File: config.mk
export PLATFORM = sky130hd
export DESIGN_NAME = conf_int_mul_pipe_apx
export DESIGN_NICKNAME = d
export VERILOG_FILES = /design/src/rtl/conf_int_mul_pkg.sv /design/src/rtl/conf_int_mul_pipe_apx_core.sv /design/src/rtl/conf_int_mul_pipe_apx.sv
export SDC_FILE = /design/constraint.sdc
export NUM_CORES = 1
export LEC_CHECK = 0
export ABC_AREA = 0
export ABC_CLOCK_PERIOD_IN_PS = 19350
export CAP_MARGIN = 20
export CORE_ASPECT_RATIO = 0.5
export CORE_MARGIN = 4
export CORE_UTILIZATION = 47
export CTS_CLUSTER_DIAMETER = 100
export DETAILED_ROUTE_END_ITERATION = 8
export PLACE_DENSITY_LB_ADDON = 0.25
export SYNTH_ARGS = -nofsm -noshare
export SYNTH_HDL_FRONTEND = slang
export SYNTH_HIERARCHICAL = 1
export SYNTH_SLANG_ARGS = --single-unit
File: constraint.sdc
create_clock -name clk -period 19.35 [get_ports clk]
set_input_delay 3.87 -clock clk [delete_from_list [all_inputs] [get_ports clk]]
set_output_delay 3.87 -clock clk [all_outputs]
set_load 0.01 [all_outputs]
File: src/rtl/conf_int_mul_pkg.sv
// Shared types and helpers for the approximate pipelined integer multiplier.
package conf_int_mul_pkg;

   // Upper bounds that size the shared per-stage record.
   localparam int unsigned MAX_W     = 64;
   localparam int unsigned LVL_MAX_W = 8;

   // Per-stage record: valid, approximation level, sign mode and a data field wide enough for 2W.
   typedef struct packed {
      logic                   valid;
      logic [LVL_MAX_W-1:0]   lvl;
      logic                   sgn;
      logic [2*MAX_W-1:0]     data;
   } stage_t;

   localparam logic [2*MAX_W-1:0] ZERO_RESULT = '0;

   localparam stage_t STAGE_IDLE = '{valid: 1'b0, lvl: '0, sgn: 1'b0, data: ZERO_RESULT};

   // Width of the level field for a given number of levels (never below one bit).
   function automatic int unsigned lvl_w(input int unsigned n);
      return (n <= 1) ? 32'd1 : 32'($clog2(n));
   endfunction

endpackage

File: src/rtl/conf_int_mul_pipe_apx_core.sv
// Combinational W x W multiplier with selectable two's-complement or unsigned operands.
module conf_int_mul_core #(
   parameter int unsigned W = 16
) (
   input  logic [W-1:0]   i_a,
   input  logic [W-1:0]   i_b,
   input  logic           i_is_signed,
   output logic [2*W-1:0] o_p_c
);

   logic [2*W-1:0] w_a_ext;
   logic [2*W-1:0] w_b_ext;

   // Extend both operands to 2W so one unsigned multiply yields the correct low 2W bits in either mode.
   always_comb begin
      if (i_is_signed) begin
         w_a_ext = {{W{i_a[W-1]}}, i_a};
         w_b_ext = {{W{i_b[W-1]}}, i_b};
      end else begin
         w_a_ext = {{W{1'b0}}, i_a};
         w_b_ext = {{W{1'b0}}, i_b};
      end
   end

   assign o_p_c = w_a_ext * w_b_ext;

endmodule

File: src/rtl/conf_int_mul_pipe_apx.sv
// Three-stage approximate integer multiplier: S1 truncates operands, S2 multiplies, S3 realigns.
// Optional macro CONF_INT_MUL_OPCNT_EN adds saturating apx_cnt/acc_cnt completion counters.
module conf_int_mul_pipe_apx
   import conf_int_mul_pkg::*;
#(
   parameter int unsigned DATA_PATH_BITWIDTH = 16,
   parameter int unsigned APX_STEP           = 4,
   parameter int unsigned NUM_APX_LVL        = 4
) (
   input  logic                                clk,
   input  logic                                rst,
   input  logic                                in_valid,
   output logic                                in_ready,
   input  logic [DATA_PATH_BITWIDTH-1:0]       a,
   input  logic [DATA_PATH_BITWIDTH-1:0]       b,
   input  logic [lvl_w(NUM_APX_LVL)-1:0]       apx_lvl,
   input  logic                                is_signed,
   input  logic                                flush,
   output logic                                out_valid,
   input  logic                                out_ready,
   output logic [2*DATA_PATH_BITWIDTH-1:0]     d,
   output logic [lvl_w(NUM_APX_LVL)-1:0]       out_lvl
`ifdef CONF_INT_MUL_OPCNT_EN
   ,
   output logic [31:0]                         apx_cnt,
   output logic [31:0]                         acc_cnt
`endif
);

   localparam int unsigned W  = DATA_PATH_BITWIDTH;
   localparam int unsigned LW = lvl_w(NUM_APX_LVL);
   localparam int unsigned SW = $clog2(2 * W) + 1;

   // Parameter sanity checks at elaboration.
   if (NUM_APX_LVL < 1) begin : g_bad_nlvl
      $error("NUM_APX_LVL must be at least 1");
   end
   if ((NUM_APX_LVL - 1) * APX_STEP >= W) begin : g_bad_step
      $error("(NUM_APX_LVL-1)*APX_STEP must be smaller than DATA_PATH_BITWIDTH");
   end
   if (W > MAX_W) begin : g_bad_width
      $error("DATA_PATH_BITWIDTH exceeds the stage record capacity");
   end
   if (LW > LVL_MAX_W) begin : g_bad_lvlw
      $error("level field exceeds the stage record capacity");
   end

   stage_t            r_s1;
   stage_t            r_s2;
   logic              r_s3_valid;
   logic [LW-1:0]     r_s3_lvl;
   logic [2*W-1:0]    r_s3_d;

   logic              w_adv;
   logic [LW-1:0]     w_lvl_clamped;
   logic [SW-1:0]     w_s1_shift;
   logic [W-1:0]      w_a_t;
   logic [W-1:0]      w_b_t;
   logic [2*W-1:0]    w_s2_ops;
   logic [2*W-1:0]    w_s2_p;
   logic [2*W-1:0]    w_s3_p;
   logic [SW-1:0]     w_s3_shift;
   logic [2*W-1:0]    w_s3_d;

   // The whole pipe moves together; an unconsumed result freezes every stage.
   assign w_adv    = !r_s3_valid || out_ready;
   assign in_ready = w_adv && !flush;

   // Out-of-range levels saturate to the coarsest level.
   always_comb begin
      w_lvl_clamped = apx_lvl;
      if (32'(apx_lvl) >= NUM_APX_LVL) begin
         w_lvl_clamped = LW'(NUM_APX_LVL - 1);
      end
      w_s1_shift = SW'(32'(w_lvl_clamped) * APX_STEP);
   end

   // Drop the low bits of each operand, keeping the sign when operating in two's complement.
   always_comb begin
      if (is_signed) begin
         w_a_t = $signed(a) >>> w_s1_shift;
         w_b_t = $signed(b) >>> w_s1_shift;
      end else begin
         w_a_t = a >> w_s1_shift;
         w_b_t = b >> w_s1_shift;
      end
   end

   // S1 register: truncated operand pair plus its level and sign mode.
   always_ff @(posedge clk or posedge rst) begin
      if (rst) begin
         r_s1 <= STAGE_IDLE;
      end else if (flush) begin
         r_s1.valid <= 1'b0;
      end else if (w_adv) begin
         r_s1.valid <= in_valid;
         if (in_valid) begin
            r_s1.lvl  <= LVL_MAX_W'(w_lvl_clamped);
            r_s1.sgn  <= is_signed;
            r_s1.data <= (2*MAX_W)'({w_a_t, w_b_t});
         end
      end
   end

   assign w_s2_ops = (2*W)'(r_s1.data);

   conf_int_mul_core #(
      .W (W)
   ) u_core (
      .i_a         (w_s2_ops[2*W-1:W]),
      .i_b         (w_s2_ops[W-1:0]),
      .i_is_signed (r_s1.sgn),
      .o_p_c       (w_s2_p)
   );

   // S2 register: raw product of the truncated operands.
   always_ff @(posedge clk or posedge rst) begin
      if (rst) begin
         r_s2 <= STAGE_IDLE;
      end else if (flush) begin
         r_s2.valid <= 1'b0;
      end else if (w_adv) begin
         r_s2.valid <= r_s1.valid;
         if (r_s1.valid) begin
            r_s2.lvl  <= r_s1.lvl;
            r_s2.sgn  <= r_s1.sgn;
            r_s2.data <= (2*MAX_W)'(w_s2_p);
         end
      end
   end

   // Shift the product back to full scale; the vacated 2s LSBs are zero.
   always_comb begin
      w_s3_p     = (2*W)'(r_s2.data);
      w_s3_shift = SW'(32'(r_s2.lvl) * APX_STEP * 2);
      if (r_s2.sgn) begin
         w_s3_d = $signed(w_s3_p) <<< w_s3_shift;
      end else begin
         w_s3_d = w_s3_p << w_s3_shift;
      end
   end

   // S3 register: presented result; only what leaves the block is kept here.
   always_ff @(posedge clk or posedge rst) begin
      if (rst) begin
         r_s3_valid <= 1'b0;
         r_s3_lvl   <= '0;
         r_s3_d     <= (2*W)'(ZERO_RESULT);
      end else if (flush) begin
         r_s3_valid <= 1'b0;
      end else if (w_adv) begin
         r_s3_valid <= r_s2.valid;
         if (r_s2.valid) begin
            r_s3_lvl <= LW'(r_s2.lvl);
            r_s3_d   <= w_s3_d;
         end
      end
   end

   assign out_valid = r_s3_valid;
   assign d         = r_s3_d;
   assign out_lvl   = r_s3_lvl;

`ifdef CONF_INT_MUL_OPCNT_EN
   logic [31:0] r_apx_cnt;
   logic [31:0] r_acc_cnt;

   // Saturating counts of completed approximate and exact output transfers.
   always_ff @(posedge clk or posedge rst) begin
      if (rst) begin
         r_apx_cnt <= '0;
         r_acc_cnt <= '0;
      end else if (flush) begin
         r_apx_cnt <= '0;
         r_acc_cnt <= '0;
      end else if (r_s3_valid && out_ready) begin
         if (r_s3_lvl != '0) begin
            if (r_apx_cnt != '1) r_apx_cnt <= r_apx_cnt + 32'd1;
         end else begin
            if (r_acc_cnt != '1) r_acc_cnt <= r_acc_cnt + 32'd1;
         end
      end
   end

   assign apx_cnt = r_apx_cnt;
   assign acc_cnt = r_acc_cnt;
`endif

endmodule
# Yosys cells after proc, flatten, opt, wreduce, memory -nomap -nowiden
# Index checks and enable logic that the tools add are counted.
totals:
  regBits: 107
  latchBits: 0
  ram_bits: 0
  romBits: 0
  word_cells: 40
  memories: 0
classes:
  add_sub_neg: 0
  n_mul: 1
  div: 0
  order_cmp: 0
  n_eq_ne: 0
  n_shift: 6
  muxes: 13
  n_bitwise: 1
  reduce_logical: 8
op_table:
  columns: ["operator", "count"]
  rows:
  - ["2-to-1 mux 138 bit", 2]
  - ["2-to-1 mux 131 bit", 2]
  - ["2-to-1 mux 32 bit", 3]
  - ["multiplier 32 x 32 -> 32 bit", 1]
  - ["2-to-1 mux 16 bit", 2]
  - ["left shift 32 x 5 -> 32 bit", 1]
  - [">> shifter 16 x 4 -> 16 bit", 2]
  - ["<<< shifter 32 x 5 -> 32 bit", 1]
  - [">>> shifter 16 x 4 -> 16 bit", 2]
  - ["AND reduction 3 bit", 3]
  - ["2-to-1 mux 1 bit", 4]
  - ["logical NOT 1 bit", 2]
  - ["nonzero test 2 bit", 1]
  - ["logical AND 1 bit", 1]
  - ["logical OR 1 bit", 1]
  - ["NOT 1 bit", 1]

# Longest topological paths before layout
# Gate-level depths: netlist of run 1.
logic_depth:
  word_depth: 5
  depth_mapped: 29

# Hierarchy
# Netlist of run 1, hierarchy kept.
by_module_without_submodules:
  columns: ["mod", "instances", "cells_each", "area_each_um2", "seq_area_each_um2"]
  rows:
  - ["conf_int_mul_core", 1, 1348, 12877.4, 0.0]
  - ["conf_int_mul_pipe_apx", 1, 379, 5218.8, 2652.5]

# Worst setup path after synthesis of run 1
# OpenSTA, ideal clock, no wires.
synth_timing:
  path_type: "in2out"
  start: "input port flush"
  end: "output port in_ready"
  arrival_time_ps: 4217
  slack_ps: 11263
  path_stages: 2
  path_buffers: 1
  cell_sequence: "buf_2 -> nor2_1"
synth_between:
  elab_chain_cells: 2
synth_lines:
  columns: ["element", "line", "rtl"]
  rows:
  - ["from (decl)", "conf_int_mul_pipe_apx.sv:18", "input logic flush,"]
  - ["logical NOT 1 bit", "conf_int_mul_pipe_apx.sv:67", "assign in_ready = w_adv && !flush;"]
  - ["logical AND 1 bit", "conf_int_mul_pipe_apx.sv:67", null]
  - ["to (decl)", "conf_int_mul_pipe_apx.sv:13", "output logic in_ready,"]
# Every way passes these cells.

# Worst setup path after layout of run 1
# Same ends and word-level chain as after synthesis.

==> out/results.tsv, run 1 <==
metric	value	unit
final_period_minus_worst_setup_slack	9.04	ns
max_stage_delay	0.59	ns
final-setup-viol-count	0	
mostFrequentLayoutCells	sky130_fd_sc_hd__inv_1 (339), sky130_fd_sc_hd__fa_1 (333), sky130_fd_sc_hd__and2_1 (174)	
synth.ff_latch_count	106	
io_port_bufs	75	
vias	11898	
synthesis.nets	2229	
detail_route.first_pass.iterations	5	
hold_path_startpoint	r_s1[130]	
ys_types	61	
cts_buffers	9	
critPathLaunch	flush	
drive_gt1_share	8.45	%
min-delay-path-class	reg2reg	
synthDominantCellAreaShare	36.8	%
design.portCount	76	
die_h	147	um
finish.cell_count_without_fillers	2272	
tns	0	ns
initial_antenna_violation_count	0	
cap_violations	0	
num_rows	50	
max-clock-path-buffers	2	
clk_pin_slew	0.08	ns
start_util	48.0	%
postCtsHoldBufs	0	
placed_cells_incl_taps	2255	
clock_sinks	106	
wl_per_cell	18.8	um
finalCritPeriodShare	46.7	%
synth-adder-area-share	45.8	%
ctsRootBufferMaster	sky130_fd_sc_hd__clkbuf_16	
dp_worst_setup_slack	10.30	ns
drv_slew	0	
area_growth	7.97	%
clock_tree_from_tritoncts	yes	
number_of_enable_type_register_cells_in_the_synthesized_netlist	0	
worstMarginPinSlew	1.10	ns
design.die.area	41900	um^2
final_common_cell	sky130_fd_sc_hd__inv_1	
gp_routability_congestion	0.889	
drt_wl_total	42.8	mm
cts_max_level	3	
synth_simple_gate_area_share	11.2	%
synth.area.top_cells	sky130_fd_sc_hd__fa_1 (37%), sky130_fd_sc_hd__dfrtp_1 (15%), sky130_fd_sc_hd__ha_1 (8.9%)	
post_cts_resize_count	0	
synth_top_family_by_area	adder cells	
yosys.area_share.xor_xnor	3.44	%
syn_area_per_cell	10.5	um^2
end_kind	primary output	
yosysSeqAreaShare	14.7	%
report.final.hold_viol_count	0	
timing.critical_path.slowest_stage_cell	sky130_fd_sc_hd__clkdlybuf4s50_1	
post-cts-setup-buffers	0	
remaining_drc_errors	0	
post-route-worst-setup-slack	10.31	ns
pin_count_of_the_biggest_net_entering_global_routing	74	
achievable-frequency	111	MHz
syn-cell-area	18100	um^2
track_usage	21.4	%
cp_top_family	buffers and inverters	
timing.critical_path.cells	clkdlybuf4s50_1, nor2_1, clkdlybuf4s50_1	
clock_insertion_delay_worst_skew	0.38	ns
synthesis.yosys.warnings	6	
netlist.top_cell.by_area	sky130_fd_sc_hd__fa_1	
grt_pass1_vias	12783	
detail_route.iter0.violations	685	
rsz0062_at_grt	false	
arr_time_crit_path	5.17	ns
max_slew_margin	26.4	%
synth_compound_area_share	4.96	%
postSynth.topFlopCell	sky130_fd_sc_hd__dfrtp_1	
cp_common_cell	sky130_fd_sc_hd__clkdlybuf4s50_1	
worstReg2RegStart	r_s1[128]	
synth.area.mux_share	10.6	%
via_per_inst	5.24	
final_core_utilization	51.9	%
die_width	285	um
kind_of_start_point_of_the_critical_path	primary input	
grt.overflow.total	0	
max_fo_critical_path	7	
grt_pass1_wl	71.2	mm
postSynthCellCount	1727	
routed_antenna_nets	0	
design.final.nets	2248	
dp_hpwl	34.8	mm
outcome	complete, no violations	
ys_async_sr_fraction	100	%
clock_skew	0.0137	ns
worstPathRequired	15.48	ns
timing_worst_setup_path_type	in2out	
worstPathBufferInverterCount	2	
design.core.area	37700	um^2
## synthesized netlist by cell type (all sizes together), types with 20 or more instances
cell type / count
inv: 340
o21ai: 20
ha: 129
and2: 174
clkbuf: 53
buf: 28
xnor2: 59
fa: 333
mux2: 87
nand2: 117
nor2: 36
mux2i: 63
and3: 24
dfrtp: 106
a21oi: 42
## sequential cells by signal, summed over array words and instances, names as in the netlist
name	count
d	32
out_lvl	2
out_valid	1
r_s1	36
r_s2	35
## cells by family after synthesis
logic type	after synthesis
mux	164
fa+ha+maj	462
xor+xnor	71
flops	106
simple gates	382
buf+inv	421
compound gates	121
## layer usage
layer | vias to the layer above | global-route usage, % | part of all wire, %
li1 | 5393 | - | -
met1 | 6232 | 30.5 | 46
met2 | 228 | 35.1 | 49
met3 | 45 | 2.54 | 2.7
met4 | 0 | 6.03 | 2.7
met5 | - | 0 | 0
## stage by stage
stage / instance area, um^2 / hold slack, ns
global route: 19500 / 0.528
CTS: 19500 / 0.503
detailed placement: 19200 / 0.484
finish: 19500 / 0.508
global placement: 19200 / 0.473
floorplan: 18100 / 0.475
## worst reg2reg max path: stages, from the launching register on
cell and delay, ns:
sky130_fd_sc_hd__dfrtp_1 0.89, sky130_fd_sc_hd__and2_1 0.46, sky130_fd_sc_hd__nand2_1 0.16, sky130_fd_sc_hd__fa_1 0.57
sky130_fd_sc_hd__fa_1 0.51, sky130_fd_sc_hd__inv_1 0.07, sky130_fd_sc_hd__fa_1 0.84, sky130_fd_sc_hd__inv_1 0.28
sky130_fd_sc_hd__fa_1 0.59, sky130_fd_sc_hd__inv_1 0.05, sky130_fd_sc_hd__fa_1 0.50, sky130_fd_sc_hd__inv_1 0.05
sky130_fd_sc_hd__fa_1 0.54, sky130_fd_sc_hd__fa_1 0.43, sky130_fd_sc_hd__fa_1 0.49, sky130_fd_sc_hd__inv_1 0.04
sky130_fd_sc_hd__ha_1 0.20, sky130_fd_sc_hd__or2_2 0.28, sky130_fd_sc_hd__a2111oi_0 0.37, sky130_fd_sc_hd__nand3_1 0.20
sky130_fd_sc_hd__a311oi_1 0.36, sky130_fd_sc_hd__o21bai_1 0.12, sky130_fd_sc_hd__a21oi_1 0.18, sky130_fd_sc_hd__xnor2_1 0.08
sky130_fd_sc_hd__mux2_2 0.26
## final cells by class
class,instances,area (um^2)
Tap cell,520,651
Timing Repair Buffer,89,856
Sequential cell,106,2650
Multi-Input combinational cell,1200,13800
Fill cell,3432,18100
Clock inverter,7,113
Clock buffer,9,225
Inverter,340,1280
Antenna cell,1,2.50
## worst paths after layout
path	endpoint	slack [ns]	cells past startpoint
max in group asynchronous	r_s1[6]	14.19	3
min	r_s2[130]	0.51	1
min reg2reg	r_s2[130]	0.51	1
max	in_ready	10.31	3
min in group asynchronous	d[5]	3.85	2
max reg2reg	r_s2[29]	10.74	24
Power of run 1 is left out: the tool's default activity adds up to more than one toggle a clock period on the data nets, which glitch-free logic cannot reach.
==> run 2, diff against run 1 <==
--- a/config.mk
+++ b/config.mk
@@ -6,7 +6,7 @@
 export NUM_CORES = 1
 export LEC_CHECK = 0
 export ABC_AREA = 0
-export ABC_CLOCK_PERIOD_IN_PS = 19350
+export ABC_CLOCK_PERIOD_IN_PS = 8220
 export CAP_MARGIN = 20
 export CORE_ASPECT_RATIO = 0.5
 export CORE_MARGIN = 4
==> constraint.sdc (replaced) <==
create_clock -name clk -period 8.22 [get_ports clk]
set_input_delay 1.644 -clock clk [delete_from_list [all_inputs] [get_ports clk]]
set_output_delay 1.644 -clock clk [all_outputs]
set_load 0.01 [all_outputs]
==> run 2 against run 1 <==
Net effect: core utilization increased by 0.29 points; hold slack about the same; wire length increased by 1.0%; non-clock buffer count increased by 19; flip-flop and latch count unchanged; global-route usage decreased by 0.092 points; sequential share of layout area decreased by 0.074 points; count of clock-buffer cells in the layout unchanged; critical endpoint is now r_s2[24].
==> out/results.tsv, run 2 (same netlist as run 1, synthesis figures left out) <==
metric	value	unit	change
outcome	complete, no violations		
clock_tree_from_tritoncts	yes		
postCtsHoldBufs	0		unchanged
post-route-worst-setup-slack	0.407	ns	-9.90 ns
rsz0062_at_grt	false		
design.portCount	76		unchanged
detail_route.iter0.violations	700		+2.2%
area_growth	8.57	%	
cp_num_cells	21		+18
timing.critical_path.slowest_stage_cell	sky130_fd_sc_hd__dfrtp_1		
cts_max_level	3		unchanged
cp_top_family	adder cells		
report.final.hold_viol_count	0		unchanged
grt.overflow.total	0		unchanged
crit-reg2reg-capture	r_s2[24]		
arr_time_crit_path	8.15	ns	+2.98 ns
ctsRootBufferMaster	sky130_fd_sc_hd__clkbuf_16		
num_rows	50		unchanged
kind_of_start_point_of_the_critical_path	register		
timing_worst_setup_path_type	reg2reg		
hold_slack	0.508	ns	-0.000275 ns
drt_wl_total	43.2	mm	+1.0%
tns	0	ns	unchanged
dp_worst_setup_slack	0.558	ns	-9.74 ns
worstHoldPathCells	1		unchanged
min-delay-path-class	reg2reg		
cp_common_cell	sky130_fd_sc_hd__fa_1		
wl_per_cell	18.9	um	+0.22%
antennaDiodeCount	0		-1
timing.critical_path.cells	and2_1, fa_1, fa_1, fa_1, inv_1, fa_1, inv_1, fa_1, inv_1, fa_1, inv_1, fa_1, fa_1, ha_1, nand2_1, nor2_1, a211oi_1, a2111oi_2, a2111oi_0, xnor2_1, mux2_2		
drive_gt1_share	9.44	%	+0.98 points
cap_violations	0		unchanged
postPlaceCellArea	19300	um^2	+0.74%
routed_antenna_nets	0		unchanged
gp_routability_congestion	0.892		+0.33%
max_slew_margin	27.2	%	+0.81 points
final_period_minus_worst_setup_slack	7.81	ns	
ff2ff_setup_slack	0.41	ns	-10.33 ns
dp_hpwl	36.0	mm	+3.6%
start_util	48.0	%	unchanged
max_fo_critical_path	19		+12
die_h	147	um	unchanged
design.final.nets	2267		+0.85%
worstMarginPinSlew	1.09	ns	-0.0121 ns
end_kind	register		
post-cts-setup-buffers	0		unchanged
final_common_cell	sky130_fd_sc_hd__inv_1		
final-setup-viol-count	0		unchanged
clk_pin_slew	0.09	ns	about the same
clock_skew	0.0172	ns	+0.00355 ns
grt_pass1_wl	70.0	mm	-1.6%
registers.top_by_ff_count	r_s1		
clock_insertion_delay_worst_skew	0.39	ns	about the same
finalCritPeriodShare	95.0	%	
cts_buffers	9		unchanged
worstRegToRegCells	21		-13%
die_width	285	um	unchanged
hold-path-endpoint	d[10]		
drv_slew	0		unchanged
max-clock-path-buffers	2		unchanged
n_fill_cell	3406		-0.76%
design.die.area	41900	um^2	unchanged
pin_count_of_the_biggest_net_entering_global_routing	68		-8.1%
max_stage_delay	0.82	ns	+0.23 ns
achievable-frequency	128	MHz	
mostFrequentLayoutCells	sky130_fd_sc_hd__inv_1 (339), sky130_fd_sc_hd__fa_1 (333), sky130_fd_sc_hd__and2_1 (174)		
post_cts_resize_count	0		unchanged
via_per_inst	5.22		-0.26%
track_usage	21.4	%	-0.092 points
vias	11961		+0.53%
clock_sinks	106		unchanged
largest_register_ff_count	36		unchanged
initial_antenna_violation_count	0		unchanged
grt_pass1_vias	12715		-0.53%
io_port_bufs	75		unchanged
remaining_drc_errors	0		unchanged
post-route-cell-area	19600	um^2	+0.55%
worstReg2RegStart	r_s1[30]		
hold_path_startpoint	d[10]		
worstPathRequired	8.55	ns	-6.93 ns
detail_route.first_pass.iterations	5		unchanged
worstPathBufferInverterCount	4		+2
design.core.area	37700	um^2	unchanged
-- run 2: metrics by stage --
step | instances | util (%)
3_5_place_dp | 2274 | 51.4
6_report | 2290 | 52.2
5_1_grt | 2290 | 52.2
4_1_cts | 2290 | 52.2
2_1_floorplan | 1727 | -
3_3_place_gp | 2274 | 51.4
-- run 2: how the worst max path moves through the flow --
stage / start / to / slack, ns
floorplan: r_s1[128] / r_s2[29] / 0.62
global placement: r_s1[30] / r_s2[28] / 0.62
detailed placement: r_s1[30] / r_s2[28] / 0.56
CTS: r_s1[30] / r_s2[28] / 0.54
global route: r_s1[3] / r_s2[29] / 0.07
finish: r_s1[30] / r_s2[24] / 0.41
-- run 2: final cells by class --
cell class              instances  area [um^2]  share of cell area (%)
multi-input cells            1200        13800                    70.0
flip-flops and latches        106         2650                    13.5
inverters                     340         1280                    6.51
repair buffers                108          998                    5.08
well taps                     520          651                    3.31
clock buffers                   9          225                    1.15
clock inverters                 7         80.1                   0.408
-- run 2: worst reg2reg max path: cells and delay by family, from the launching register on --
family / cells / cell delay (ns)
adder cells (fa/ha/maj): 9 / 4.29
AO/OA/AOI/OAI: 3 / 0.93
flip-flops: 1 / 0.82
AND/OR/NAND/NOR: 3 / 0.67
XOR/XNOR: 1 / 0.54
multiplexers: 1 / 0.27
buffers and inverters: 4 / 0.21
-- run 2: metal layers --
metal / vias up / GRT usage (%) / part of all wire (%)
met5: - / 0 / 0
met4: 0 / 5.31 / 2.2
met3: 41 / 2.87 / 4.0
met2: 233 / 35.0 / 48
met1: 6251 / 30.4 / 46
li1: 5436 / - / -
Power of run 2 is left out for the same reason.
==> run 3, diff against run 2 <==
--- a/config.mk
+++ b/config.mk
@@ -11,7 +11,7 @@
 export CORE_ASPECT_RATIO = 0.5
 export CORE_MARGIN = 4
 export CORE_UTILIZATION = 47
-export CTS_CLUSTER_DIAMETER = 100
+export CTS_CLUSTER_DIAMETER = 50
 export DETAILED_ROUTE_END_ITERATION = 8
 export PLACE_DENSITY_LB_ADDON = 0.25
 export SYNTH_ARGS = -nofsm -noshare
==> results of run 3 <==
No change in the layout: final DEF, timing and power equal those of run 2.
Power of run 3 is left out for the same reason.
